`src/rtl/sumator_pkg.sv`:
```
// rtl/sumator_pkg.sv - shared state encoding and default sizes for the multi-cycle adder
package sumator_pkg;

  localparam int DEF_WIDTH = 8;
  localparam int DEF_WORDS = 4;

  typedef enum logic [1:0] {
    IDLE = 2'd0,
    ADD  = 2'd1,
    DONE = 2'd2
  } state_e;

endpackage

```
`src/rtl/sumator_cuvant.sv`:
```
// rtl/sumator_cuvant.sv - combinational WIDTH-bit adder exposing carry-in to the MSB for overflow
module sumator_cuvant #(
  parameter int WIDTH = 8
) (
  input  logic [WIDTH-1:0] a,
  input  logic [WIDTH-1:0] b,
  input  logic             cin,
  output logic [WIDTH-1:0] s,
  output logic             cout,
  output logic             carry_msb
);

  logic [WIDTH-1:0] low;

  // Add the low WIDTH-1 bits separately so the carry into the MSB is visible.
  assign low       = {1'b0, a[WIDTH-2:0]} + {1'b0, b[WIDTH-2:0]} + {{(WIDTH-1){1'b0}}, cin};
  assign carry_msb = low[WIDTH-1];
  assign s         = {a[WIDTH-1] ^ b[WIDTH-1] ^ carry_msb, low[WIDTH-2:0]};
  assign cout      = (a[WIDTH-1] & b[WIDTH-1]) | (carry_msb & (a[WIDTH-1] ^ b[WIDTH-1]));

endmodule

```
`src/rtl/sumator_multicuvant_ctrl.sv`:
```
// rtl/sumator_multicuvant_ctrl.sv - wide adder built from one shared word adder, one word per cycle
module sumator_multicuvant_ctrl
  import sumator_pkg::*;
#(
  parameter int WIDTH = DEF_WIDTH,
  parameter int WORDS = DEF_WORDS
) (
  input  logic                   clk,
  input  logic                   rst_n,
  input  logic                   start,
  input  logic [WIDTH*WORDS-1:0] a,
  input  logic [WIDTH*WORDS-1:0] b,
  input  logic                   cin,
  output logic                   busy,
  output logic                   done,
  output logic [WIDTH*WORDS-1:0] sum,
  output logic                   cout,
  output logic                   overflow
);

  localparam int IDX_W = $clog2(WORDS);
  localparam logic [IDX_W-1:0] LAST_IDX = IDX_W'(WORDS - 1);

  localparam logic [1:0] ST_IDLE = IDLE;
  localparam logic [1:0] ST_ADD  = ADD;
  localparam logic [1:0] ST_DONE = DONE;

  logic [1:0]             state;
  logic [WIDTH*WORDS-1:0] a_reg;
  logic [WIDTH*WORDS-1:0] b_reg;
  logic [IDX_W-1:0]       idx;
  logic                   carry;

  logic [WIDTH-1:0] word_a;
  logic [WIDTH-1:0] word_b;
  logic [WIDTH-1:0] word_s;
  logic             word_cout;
  logic             word_cmsb;
  logic             accept;

  assign word_a = a_reg[int'(idx)*WIDTH +: WIDTH];
  assign word_b = b_reg[int'(idx)*WIDTH +: WIDTH];

  sumator_cuvant #(.WIDTH(WIDTH)) u_cuvant (
    .a         (word_a),
    .b         (word_b),
    .cin       (carry),
    .s         (word_s),
    .cout      (word_cout),
    .carry_msb (word_cmsb)
  );

  // A new request is only taken when no words are in flight.
  assign accept = start && ((state == ST_IDLE) || (state == ST_DONE));
  assign busy   = (state == ST_ADD);
  assign done   = (state == ST_DONE);

  always_ff @(posedge clk or negedge rst_n) begin
    if (!rst_n) begin
      state    <= ST_IDLE;
      a_reg    <= '0;
      b_reg    <= '0;
      idx      <= '0;
      carry    <= 1'b0;
      sum      <= '0;
      cout     <= 1'b0;
      overflow <= 1'b0;
    end else begin
      case (state)
        ST_ADD: begin
          sum[int'(idx)*WIDTH +: WIDTH] <= word_s;
          carry <= word_cout;
          if (idx == LAST_IDX) begin
            cout     <= word_cout;
            overflow <= word_cmsb ^ word_cout;
            state    <= ST_DONE;
          end else begin
            idx <= idx + 1'b1;
          end
        end
        default: begin
          if (accept) begin
            a_reg    <= a;
            b_reg    <= b;
            sum      <= '0;
            cout     <= 1'b0;
            overflow <= 1'b0;
            idx      <= '0;
            carry    <= cin;
            state    <= ST_ADD;
          end else begin
            state <= ST_IDLE;
          end
        end
      endcase
    end
  end

endmodule
```
`config.mk`:
```
export PLATFORM = sky130hd
export DESIGN_NAME = sumator_multicuvant_ctrl
export DESIGN_NICKNAME = d
export VERILOG_FILES = /design/src/rtl/sumator_pkg.sv /design/src/rtl/sumator_cuvant.sv /design/src/rtl/sumator_multicuvant_ctrl.sv
export SDC_FILE = /design/constraint.sdc
export NUM_CORES = 1
export LEC_CHECK = 0
export ABC_CLOCK_PERIOD_IN_PS = 4700
export CAP_MARGIN = 5
export CORE_MARGIN = 2
export CORE_UTILIZATION = 51
export CTS_BUF_LIST = sky130_fd_sc_hd__clkbuf_16
export DETAILED_ROUTE_END_ITERATION = 10
export PLACE_DENSITY = 0.89
export SLEW_MARGIN = 20
export SYNTH_ARGS = -nofsm -noshare
export SYNTH_HDL_FRONTEND = slang
export SYNTH_SLANG_ARGS = --single-unit
```
`constraint.sdc`:
```
create_clock -name clk -period 4.7 [get_ports clk]
set_input_delay 1.175 -clock clk [delete_from_list [all_inputs] [get_ports clk]]
set_output_delay 1.175 -clock clk [all_outputs]
set_load 0.02 [all_outputs]
```
==> results by group <==
Finish
  – Layout cells sized above 1: slightly below 9%
  – Fill cell count: between 600 and 700
  – Multi-input logic area: ~0.0020 mm^2
  – Synthesis-to-layout area growth: 29.0%
  – ANT cells: 0
  – NumNets Final: 637
  – Reg area: about 0.0026 mm^2

Power and ir drop
  – Cell Pwr Density: roughly 770 mW/mm^2
  – Flop pwr share: between 30% and 40%
  – Total power: 4.64 mW
  – Power share of the clock group: 14.2%
  – Internal power: roughly 2.6 mW
  – Peak supply drop: 465 uV
  – Combinational share of power: about half
  – P_leak: just under 3 nW
  – Net Sw Frac: a little over two fifths
  – Sw Pwr: 2.01 mW

Critical path
  – Critical Path RT: 4.93 ns
  – CP cell instances: mux4_2 -> ha_1 -> a21o_1 -> a21oi_1 -> o21ai_2 -> a31oi_1 -> fa_1 -> and3_2 -> a31oi_1 -> nand2_1
  – CP peak stage delay: 0.82 ns
  – WP data arrival: roughly 3.6 ns
  – Crit path kind: reg -> reg
  – Crit path max-delay cell type: dfrtp_2
  – Critical path fanouts, max: 23
  – Crit path launch type: register
  – Most frequent CP cell: a31oi_1
  – Setup crit end kind: register

Job
  – Max Cap Viol: 0

Clock tree
  – CTS resizes: 0
  – Clock buffers created by TritonCTS: 9
  – Post-CTS setup buffer count: 0
  – CTS tree: built
  – Clk_lat worst skew: 0.34 ns
  – Longest Clk Path Bufs: 2
  – Root Driver: clkbuf_16
  – Clk sinks: between 100 and 150
  – Clk slew on worst S/H paths: approximately 0.060 ns
  – Hold bufs inserted after CTS: 0
  – Htree depth: 3

Yosys
  – Post-synthesis compound-gate area fraction: 8.79%
  – Synth Area in XOR/XNOR: less than 1%
  – Multiplexer share of the synthesized area: between 7 and 8%
  – Synth Area in Adders: about 4.0%
  – Synth unique cells: 46
  – FFs w/ async S/R, synth: 100%
  – Ranking of synthesized cells by area: dfrtp_1, nand2_1, mux4_2, a22o_1, ha_1
  – Synth cell count leaders: nand2_1, dfrtp_1, a22o_1
  – Synth top area share: 55.2%
  – Syn Inst Count: ~460
  – Syn_nets: 540
  – Top-count cell post-synth: nand2_1
  – Mapped Area: about 0.0047 mm^2
  – Synth area leader: dfrtp_1
  – YS warnings: 0
  – Post-Synth Simple-Gate Area: between 20% and 30%
  – Avg Cell Area, Syn: 10.2 um^2
  – Synth Register Bits: 103
  – Post-synth EDFFs: 0
  – Register area share after synthesis: a little under three fifths
  – Largest family of logic cells by synthesized area: simple AND/OR/NAND/NOR gates
  – Top FF cell, synth: dfrtp_1

Detailed routing
  – Routed wire per std cell: approximately 17 um
  – # DRC: 0
  – Routed Wire Length: roughly 11000 um
  – Initial DRC Count: about 260
  – Via count: 3718
  – Drt first pass iters: 6
  – Final ANT Viol Nets: 0
  – Vias per Instance: roughly 5.6

STA
  – Fmax: 0.294 GHz
  – Slew Limit Fails: 0
  – Tmin final: 3.41 ns
  – Final setup violation count: 0
  – Tcrit/Tclk final: ~72%
  – Relative slew slack: 44.6%
  – Post-Route Setup TNS: 0 ns
  – Clock skew: 0.00587 ns
  – Final Hold Fails: 0
  – Slew @ Worst Pin: around 0.83 ns
  – RSZ-0062 raised after global routing: false

Floorplanning
  – Die width: approximately 100 um
  – I/O Pins: 104
  – Die height: 99.7 um
  – Initial Utilization: 53.0%
  – CORE AREA: about 0.0088 mm^2
  – Row cnt: 34
  – Die area: between 0.009 and 0.01 mm^2

Hold path
  – Min-Delay Path Class: reg -> reg

GRT
  – Tot GR Track Use: 23.8%
  – Largest net degree at the start of global routing: between 60 and 70
  – Initial antenna violation count: 0
  – Grt total ovfl: 0
  – Number of global-route vias before repair: between 3000 and 4000
  – First-pass GRT wire length: approximately 18000 um

Place
  – Routability cong.: 0.888
  – PortBufs: approximately 100
  – Post-DP HPWL: 8310 um

Outcome
  – Status: finished, final reports clean
## cells by family after synthesis
family                   Yosys count
buffers and inverters             29
AO/OA/AOI/OAI                     55
XOR/XNOR                           3
AND/OR/NAND/NOR                  240
multiplexers                      16
flip-flops                       103
adder cells (fa/ha/maj)           13
## critical path, delay by kind of cell, from the launching register on
kind | cells | cell delay (ns)
multiplexers | 1 | 0.62
AO/OA/AOI/OAI | 5 | 0.73
adder cells (fa/ha/maj) | 2 | 0.78
flip-flops | 1 | 0.82
AND/OR/NAND/NOR | 2 | 0.33
## placed cells by master, fill, tap and decap left out, types with 6 or more instances in the layout
master           count
a22o_1              20
dfrtp_1            102
clkdlybuf4s50_1    102
mux4_2              16
o21ai_0              9
ha_1                10
nand2_1            214
inv_1                9
o21ai_1              6
clkbuf_16            9
## routing by layer
metal	share of wire (%)	track usage, %
met1	40	30.0
met2	51	40.3
met3	5.5	3.94
met4	3.5	11.4
met5	0	0
## power by group through the flow
| stage | Clock (mW) | Sequential, mW | Combinational, mW |
|---|---|---|---|
| 3_3_place_gp | 0 | 1.57 | 2.23 |
| 6_report | 0.657 | 1.59 | 2.40 |
| 5_1_grt | 0.690 | 1.63 | 2.62 |
| 3_5_place_dp | 0 | 1.60 | 2.36 |
| 2_1_floorplan | 0 | 1.54 | 1.61 |
| 4_1_cts | 0.660 | 1.59 | 2.39 |
## path summary, 6_finish.rpt
check	slack [ns]	depth (start not counted)	startpoint	end
setup / recovery	1.29	10	idx[0]	overflow
hold / removal	0.47	2	a_reg[21]	a_reg[21]
setup reg to reg	1.29	10	idx[0]	overflow
hold reg to reg	0.47	2	a_reg[21]	a_reg[21]
max in group asynchronous	2.80	2	rst_n	a_reg[11]
min in group asynchronous	0.91	1	rst_n	sum[21]
## stage by stage
| stage | hold WS, ns | setup slack [ns] | instances | utilization [%] | cell area (um^2) |
|---|---|---|---|---|---|
| 5_1_grt | 0.504 | 1.05 | 668 | 68.4 | 6020 |
| 2_1_floorplan | 0.440 | 1.77 | 459 | - | 4670 |
| 4_1_cts | 0.478 | 1.30 | 668 | 68.4 | 6020 |
| 3_3_place_gp | 0.453 | 1.04 | 653 | 65.5 | 5770 |
| 3_5_place_dp | 0.462 | 1.32 | 653 | 65.5 | 5770 |
| 6_report | 0.472 | 1.29 | 668 | 68.4 | 6020 |
## cell type report
class                   instances  area share [%]
repair buffers                106            17.4
flip-flops and latches        103            42.8
inverters                       9           0.582
multi-input cells             327            32.7
clock buffers                   9            3.74
clock inverters                 6           0.519
well taps                     108            2.24
Power figures use the tool's default switching activity.
